==> src/rtl/matrix_seq_pkg.sv <==
// Shared types and width helpers for the matrix operand sequencer.
//   state_t : sequencer FSM states
//   tag_t   : per-issue tag {valid, i, j, k} travelling alongside the multiplier
//   addr_w  : element address width for an NxN matrix
//   idx_w   : row/column/k index width for dimension N
// Tag index fields are TAG_IW wide so one struct serves every legal N (N <= 128).
package matrix_seq_pkg;

    localparam int DOUBLE_W = 64;
    localparam int TAG_IW   = 8;

    typedef enum logic [1:0] {
        IDLE  = 2'd0,
        ISSUE = 2'd1,
        DRAIN = 2'd2,
        DONE  = 2'd3
    } state_t;

    typedef struct packed {
        logic              valid;
        logic [TAG_IW-1:0] i;
        logic [TAG_IW-1:0] j;
        logic [TAG_IW-1:0] k;
    } tag_t;

    function automatic int addr_w(input int n);
        return (n * n > 1) ? $clog2(n * n) : 1;
    endfunction

    function automatic int idx_w(input int n);
        return (n > 1) ? $clog2(n) : 1;
    endfunction

endpackage

==> src/rtl/matrix_operand_sequencer_tag_delay.sv <==
// matrix_tag_delay: enable-gated DEPTH-deep shift register carrying issue tags
// so they emerge together with the multiplier's product.
//   clk, reset (async, active-low), clk_enable : clocking / freeze control
//   tag_in       : tag entering the line this enabled cycle
//   tag_out      : tag at the end of the line (aligned with the product)
//   line_pending : a valid tag sits in a stage that has not yet reached tag_out
module matrix_tag_delay
    import matrix_seq_pkg::*;
#(
    parameter int DEPTH = 6
) (
    input  logic clk,
    input  logic reset,
    input  logic clk_enable,
    input  tag_t tag_in,
    output tag_t tag_out,
    output logic line_pending
);

    tag_t line [DEPTH];

    always_ff @(posedge clk or negedge reset) begin
        if (!reset) begin
            for (int s = 0; s < DEPTH; s++) begin
                line[s] <= '0;
            end
        end else if (clk_enable) begin
            line[0] <= tag_in;
            for (int s = 1; s < DEPTH; s++) begin
                line[s] <= line[s-1];
            end
        end
    end

    assign tag_out = line[DEPTH-1];

    // The output stage is excluded: a tag there is being delivered this cycle.
    always_comb begin
        line_pending = 1'b0;
        for (int s = 0; s < DEPTH - 1; s++) begin
            line_pending = line_pending | line[s].valid;
        end
    end

endmodule

==> src/rtl/matrix_operand_sequencer.sv <==
// matrix_operand_sequencer: stores NxN double matrices A and B, walks (i,j,k)
// and issues A[i][k] / B[k][j] to an external multiplier, one pair per enabled
// cycle, with a tag line that labels each returning product.
// Ports:
//   clk, reset (async, active-low), clk_enable (freezes all state when low)
//   load_valid/load_sel/load_addr/load_data : element write (IDLE only)
//   start : begin a run (sampled in IDLE); busy : ISSUE..DONE; done : 1-cycle pulse
//   mul_in1/mul_in2 : registered operands to the multiplier; mul_out : product
//   prod_valid/prod_data/prod_row/prod_col/prod_k/prod_last_k : tagged product
//   ce_out : copy of clk_enable for the multiplier
// Optional build macro: MATRIX_SEQ_TRANSPOSE_B_EN -- B is held transposed, so the
// second operand is read as B[j][k] instead of B[k][j].
module matrix_operand_sequencer
    import matrix_seq_pkg::*;
#(
    parameter  int N           = 2,
    parameter  int DW          = DOUBLE_W,
    parameter  int MUL_LATENCY = 6,
    localparam int AW          = addr_w(N),
    localparam int IW          = idx_w(N)
) (
    input  logic          clk,
    input  logic          reset,
    input  logic          clk_enable,
    input  logic          load_valid,
    input  logic          load_sel,
    input  logic [AW-1:0] load_addr,
    input  logic [DW-1:0] load_data,
    input  logic          start,
    output logic          busy,
    output logic          done,
    output logic [DW-1:0] mul_in1,
    output logic [DW-1:0] mul_in2,
    input  logic [DW-1:0] mul_out,
    output logic          prod_valid,
    output logic [DW-1:0] prod_data,
    output logic [IW-1:0] prod_row,
    output logic [IW-1:0] prod_col,
    output logic [IW-1:0] prod_k,
    output logic          prod_last_k,
    output logic          ce_out
);

    state_t        state, state_nx;
    logic [IW-1:0] i_cnt, j_cnt, k_cnt;
    logic [DW-1:0] mem_a [N*N];
    logic [DW-1:0] mem_b [N*N];
    logic [AW-1:0] a_idx, b_idx;
    logic          last_issue;
    logic          write_en;
    logic          line_pending;
    tag_t          issue_tag;
    tag_t          tag_out;
    logic          unused_tag_bits;

    localparam logic [IW-1:0] LAST_IDX = IW'(N - 1);

    assign last_issue = (i_cnt == LAST_IDX) && (j_cnt == LAST_IDX) && (k_cnt == LAST_IDX);
    assign a_idx      = AW'(int'(i_cnt) * N + int'(k_cnt));
`ifdef MATRIX_SEQ_TRANSPOSE_B_EN
    assign b_idx      = AW'(int'(j_cnt) * N + int'(k_cnt));
`else
    assign b_idx      = AW'(int'(k_cnt) * N + int'(j_cnt));
`endif

    // Writes land on the same edge that moves IDLE->ISSUE, so an element loaded
    // together with start is already visible to the first issue read.
    assign write_en = clk_enable && load_valid && (state == IDLE);

    always_ff @(posedge clk) begin
        if (write_en) begin
            if (load_sel) begin
                mem_b[load_addr] <= load_data;
            end else begin
                mem_a[load_addr] <= load_data;
            end
        end
    end

    always_ff @(posedge clk or negedge reset) begin
        if (!reset) begin
            state     <= IDLE;
            i_cnt     <= '0;
            j_cnt     <= '0;
            k_cnt     <= '0;
            mul_in1   <= '0;
            mul_in2   <= '0;
            issue_tag <= '0;
        end else if (clk_enable) begin
            state <= state_nx;
            if (state == ISSUE) begin
                mul_in1   <= mem_a[a_idx];
                mul_in2   <= mem_b[b_idx];
                issue_tag <= '{valid: 1'b1, i: TAG_IW'(i_cnt), j: TAG_IW'(j_cnt), k: TAG_IW'(k_cnt)};
                if (k_cnt == LAST_IDX) begin
                    k_cnt <= '0;
                    if (j_cnt == LAST_IDX) begin
                        j_cnt <= '0;
                        i_cnt <= (i_cnt == LAST_IDX) ? '0 : i_cnt + 1'b1;
                    end else begin
                        j_cnt <= j_cnt + 1'b1;
                    end
                end else begin
                    k_cnt <= k_cnt + 1'b1;
                end
            end else begin
                issue_tag <= '0;
            end
        end
    end

    // issue_tag sits level with mul_in1/2; the delay line adds MUL_LATENCY more
    // enabled cycles so the tag meets the product on mul_out.
    matrix_tag_delay #(
        .DEPTH(MUL_LATENCY)
    ) u_tag_delay (
        .clk          (clk),
        .reset        (reset),
        .clk_enable   (clk_enable),
        .tag_in       (issue_tag),
        .tag_out      (tag_out),
        .line_pending (line_pending)
    );

    // DRAIN ends once no tag remains behind the one currently being delivered.
    always_comb begin
        state_nx = state;
        case (state)
            IDLE:    if (start) state_nx = ISSUE;
            ISSUE:   if (last_issue) state_nx = DRAIN;
            DRAIN:   if (!issue_tag.valid && !line_pending) state_nx = DONE;
            DONE:    state_nx = IDLE;
            default: state_nx = IDLE;
        endcase
    end

    assign busy        = (state != IDLE);
    assign done        = (state == DONE);
    assign prod_valid  = tag_out.valid;
    assign prod_data   = mul_out;
    assign prod_row    = tag_out.i[IW-1:0];
    assign prod_col    = tag_out.j[IW-1:0];
    assign prod_k      = tag_out.k[IW-1:0];
    assign prod_last_k = (tag_out.k == TAG_IW'(N - 1));
    assign ce_out      = clk_enable;

    assign unused_tag_bits = ^{tag_out.i[TAG_IW-1:IW], tag_out.j[TAG_IW-1:IW]};

endmodule

==> config.mk <==
export PLATFORM = sky130hd
export DESIGN_NAME = matrix_operand_sequencer
export DESIGN_NICKNAME = d
export VERILOG_FILES = /design/src/rtl/matrix_seq_pkg.sv /design/src/rtl/matrix_operand_sequencer_tag_delay.sv /design/src/rtl/matrix_operand_sequencer.sv
export SDC_FILE = /design/constraint.sdc
export NUM_CORES = 1
export LEC_CHECK = 0
export BUFFER_PORTS_ARGS = -buffer_cell sky130_fd_sc_hd__buf_2
export CORE_MARGIN = 10
export CORE_UTILIZATION = 45
export CTS_CLUSTER_DIAMETER = 40
export CTS_CLUSTER_SIZE = 25
export DETAILED_ROUTE_END_ITERATION = 8
export PLACE_DENSITY_LB_ADDON = 0.25
export SLEW_MARGIN = 10
export SYNTH_ARGS = -nofsm -noshare
export SYNTH_HDL_FRONTEND = slang
export SYNTH_SLANG_ARGS = --single-unit
export TNS_END_PERCENT = 30
==> constraint.sdc <==
create_clock -name clk -period 9.9 [get_ports clk]
set_input_delay 0.99 -clock clk [delete_from_list [all_inputs] [get_ports clk]]
set_output_delay 0.99 -clock clk [all_outputs]
set_load 0.01 [all_outputs]
==> summary.txt <==
STA
  – Tcrit/Tclk final: 35.2%
  – Setup TNS: 0 ps
  – Maximum clock rate: 287 MHz
  – Worst-margin pin slew: 1080 ps
  – RSZ-0062 raised after global routing: false
  – Clock skew: 19.4 ps
  – Final Hold Vio Count: 0
  – Count of final setup violators: 0
  – Slew HR: 28.3%
  – Final Critical Period: 3480 ps
  – Slew Viols, Final: 0

Yosys
  – Synth warn: 0
  – Synthesized instance count: 1,111
  – Yosys reg bits: 673
  – Mean Syn Cell Area: 22.6 um2
  – Seq/Total Area, Yosys: 77.4%
  – Mapped Area: 25,100 um2
  – Distinct cell type count after synthesis: 28
  – Post-synthesis net count: 1,251

Power and ir drop
  – Peak VDD IR: 150 uV
  – Switching Share: 27.2%
  – Clock Power Share: 36.6%
  – Leak pwr: 0.0105 uW
  – Final Power: 8840 uW
  – Gate power share: 21.2%
  – PwrDens: 299 nW/um2
  – Reg power frac: 42.2%
  – Switching power of the nets: 2410 uW
  – Cell-internal power: 6440 uW

Final layout
  – Total Nets Final: 1,449
  – Fillcell total: 4,290
  – Share of cells above drive strength 1: 48.6%
  – P&R area growth vs syn: 17.9%
  – Reg area: 19,400 um2
  – Multi-input combinational cell area: 4940 um2

Global routing
  – Total Routing Usage GR: 15.7%
  – GRT Residual Overflow: 0
  – Largest net degree at the start of global routing: 72
  – Initial antenna violation count: 8
  – First-pass GRT wire length: 78,400 um
  – Vias in the first global route: 12,100

Floorplanning
  – Die Area: 65,600 um2
  – Die H: 256 um
  – Cell Rows: 86
  – Die width: 256 um
  – Initial Utilization: 45.5%
  – CORE AREA: 55,100 um2
  – Top-Level Pins: 336

Placement
  – DP Wirelength: 31,000 um
  – PortBufs: 207
  – Gpl congestion: 0.706

Routing
  – Via/cell ratio: 5.25
  – Drt first-iter violations: 730
  – Final ANT Viol Nets: 0
  – Via count: 11,200
  – 1st-pass router iterations: 5
  – Wirelength, routed: 50,900 um
  – DR WL/cell: 23.9 um
  – DR DRC count: 0

Clocking
  – CTS clk-pin slew, worst paths: 60 ps
  – # clock sinks: 673
  – Number of setup buffers added after CTS: 0
  – Post-cts sizing count: 0
  – Worst skew pair latency: 610 ps
  – H-Tree Depth: 3
  – TritonCTS clock tree: done
  – Hold bufs inserted after CTS: 0
  – CTS Buffer Depth: 3
  – Cts bufs inserted: 88
  – Root Buffer: clkbuf_16

Worst setup path
  – Crit Path Class: input pin to register
  – Reg-to-reg setup timing slack: 6800 ps
  – Worst Path Arrival: 3710 ps
  – Worst Setup Start Kind: input pin
  – Crit Path Max Fanout: 38
  – Worst setup EP type: register
  – Worst EP required: 10,130 ps

Min path
  – Hold crit path type: input pin to asynchronous set/reset pin

Run
  – Max-cap viol count: 0

Outcome
  – Outcome: complete, no violations
[synthesized netlist by cell type]
cell	n	area share, %
edfxtp_1	512	61
dfrtp_1	161	16
mux2_2	152	6.8
mux4_2	125	11
buf_4	68	2.0
buf_2	28	0.56
buf_1	7	0.10
inv_1	7	0.10
nor2_1	6	0.090
buf_6	5	0.22
clkbuf_1	5	0.075
ha_1	4	0.20
nand3_1	4	0.080
o21ai_0	4	0.080
mux4_1	3	0.31
nand2_1	3	0.045
xnor2_1	3	0.10
nand2b_1	2	0.050
nand4_1	2	0.050
nor3_1	2	0.040
a22oi_1	1	0.030
buf_8	1	0.060
mux2_4	1	0.060
nand4b_1	1	0.035
nor3b_1	1	0.030
o2111ai_2	1	0.060
o31ai_4	1	0.085
or4_4	1	0.045
[cell usage in the layout, fill, tap and decap left out, types with 2 or more instances in the layout]
master,Yosys,routed
clkbuf_8,0,4
nand2b_1,2,2
ha_1,4,4
mux4_2,125,125
clkbuf_16,0,93
o21ai_0,4,4
nand2_1,3,2
nor3_2,0,2
buf_4,68,15
buf_2,28,206
bufinv_16,0,9
clkinv_4,0,12
edfxtp_1,512,512
clkbuf_1,5,6
nand3_1,4,4
clkinv_2,0,12
mux4_1,3,3
xnor2_1,3,3
dfrtp_1,161,158
nand4_1,2,2
dfrtp_4,0,3
nor2_4,0,6
inv_6,0,13
inv_8,0,3
clkinv_1,0,2
clkinvlp_4,0,8
inv_1,7,7
clkinv_8,0,2
mux2_2,152,152
[per-layer routing]
| metal | part of all wire (%) | track usage (%) | vias up |
|---|---|---|---|
| met5 | 0.14 | 0 | - |
| met4 | 2.6 | 5.79 | 10 |
| met3 | 5.8 | 4.09 | 132 |
| met2 | 49 | 24.7 | 296 |
| met1 | 43 | 20.7 | 5928 |
| li1 | - | - | 4836 |
[cell type report]
| cell class | count | share of cell area, % |
|---|---|---|
| timing repair buffer | 222 | 3.91 |
| sequential | 673 | 65.7 |
| tap | 748 | 3.17 |
| antenna | 1 | 0.00846 |
| clock inverter | 62 | 2.33 |
| multi-input combinational | 317 | 16.7 |
| clock buffer | 103 | 8.13 |
| inverter | 7 | 0.0889 |
[worst max-delay path, stage by stage]
cell     delay [ps]
buf_2           580
nand4_1         500
nor2_4          930
buf_4           640
[state kept, by name, indices dropped and copies added, names as in the netlist, 2 cells and up]
signal               flops
mem_a                  256
mem_b                  256
mul_in1                 64
mul_in2                 64
u_tag_delay.line        20
issue_tag                4
u_tag_delay.tag_out      4
state                    2
[metrics by stage]
stage	setup slack [ps]	area [um2]	instances	hold slack (ps)	util [%]
after global placement	5770	26500	1967	482	48.0
final	6420	29600	2133	240	53.7
after CTS	6360	29600	2132	217	53.7
after detailed placement	5720	26500	1967	487	48.0
after floorplan	3330	25100	1111	475	-
after global routing	6130	29600	2132	234	53.7
[logic make-up (layout without fill, tap and decap cells)]
| kind of cell | Yosys count | count (layout) | share of synthesized area, % |
|---|---|---|---|
| and+or+nand+nor | 22 | 22 | 0.464 |
| DFF | 673 | 673 | 77.4 |
| adders and majority gates | 4 | 4 | 0.200 |
| AOI/OAI and AO/OA | 7 | 7 | 0.254 |
| buffers and inverters | 121 | 394 | 3.16 |
| other | 0 | 1 | 0 |
| muxes | 281 | 281 | 18.4 |
| xor gates and xnor gates | 3 | 3 | 0.105 |
[power by group through the flow]
stage	registers, uW	clock network (uW)	logic [uW]
finish	3730	3240	1880
global route	3800	3440	2040
CTS	3750	3310	1940
detailed placement	3800	0	1940
global placement	3790	0	1920
floorplan	3760	0	1260
[final timing paths]
| kind | from | end | cells after the start |
|---|---|---|---|
| setup / recovery | clk_enable | mem_b[1][5] | 4 |
| hold / removal | reset | mul_in2[1] | 1 |
| setup reg to reg | state[0] | mem_b[1][5] | 5 |
| hold reg to reg | mul_in1[2] | mul_in1[2] | 1 |
| max in group asynchronous | reset | i_cnt | 2 |
| min in group clk | mul_in1[2] | mul_in1[2] | 1 |
No activity file was read; power rests on OpenSTA's default activity.
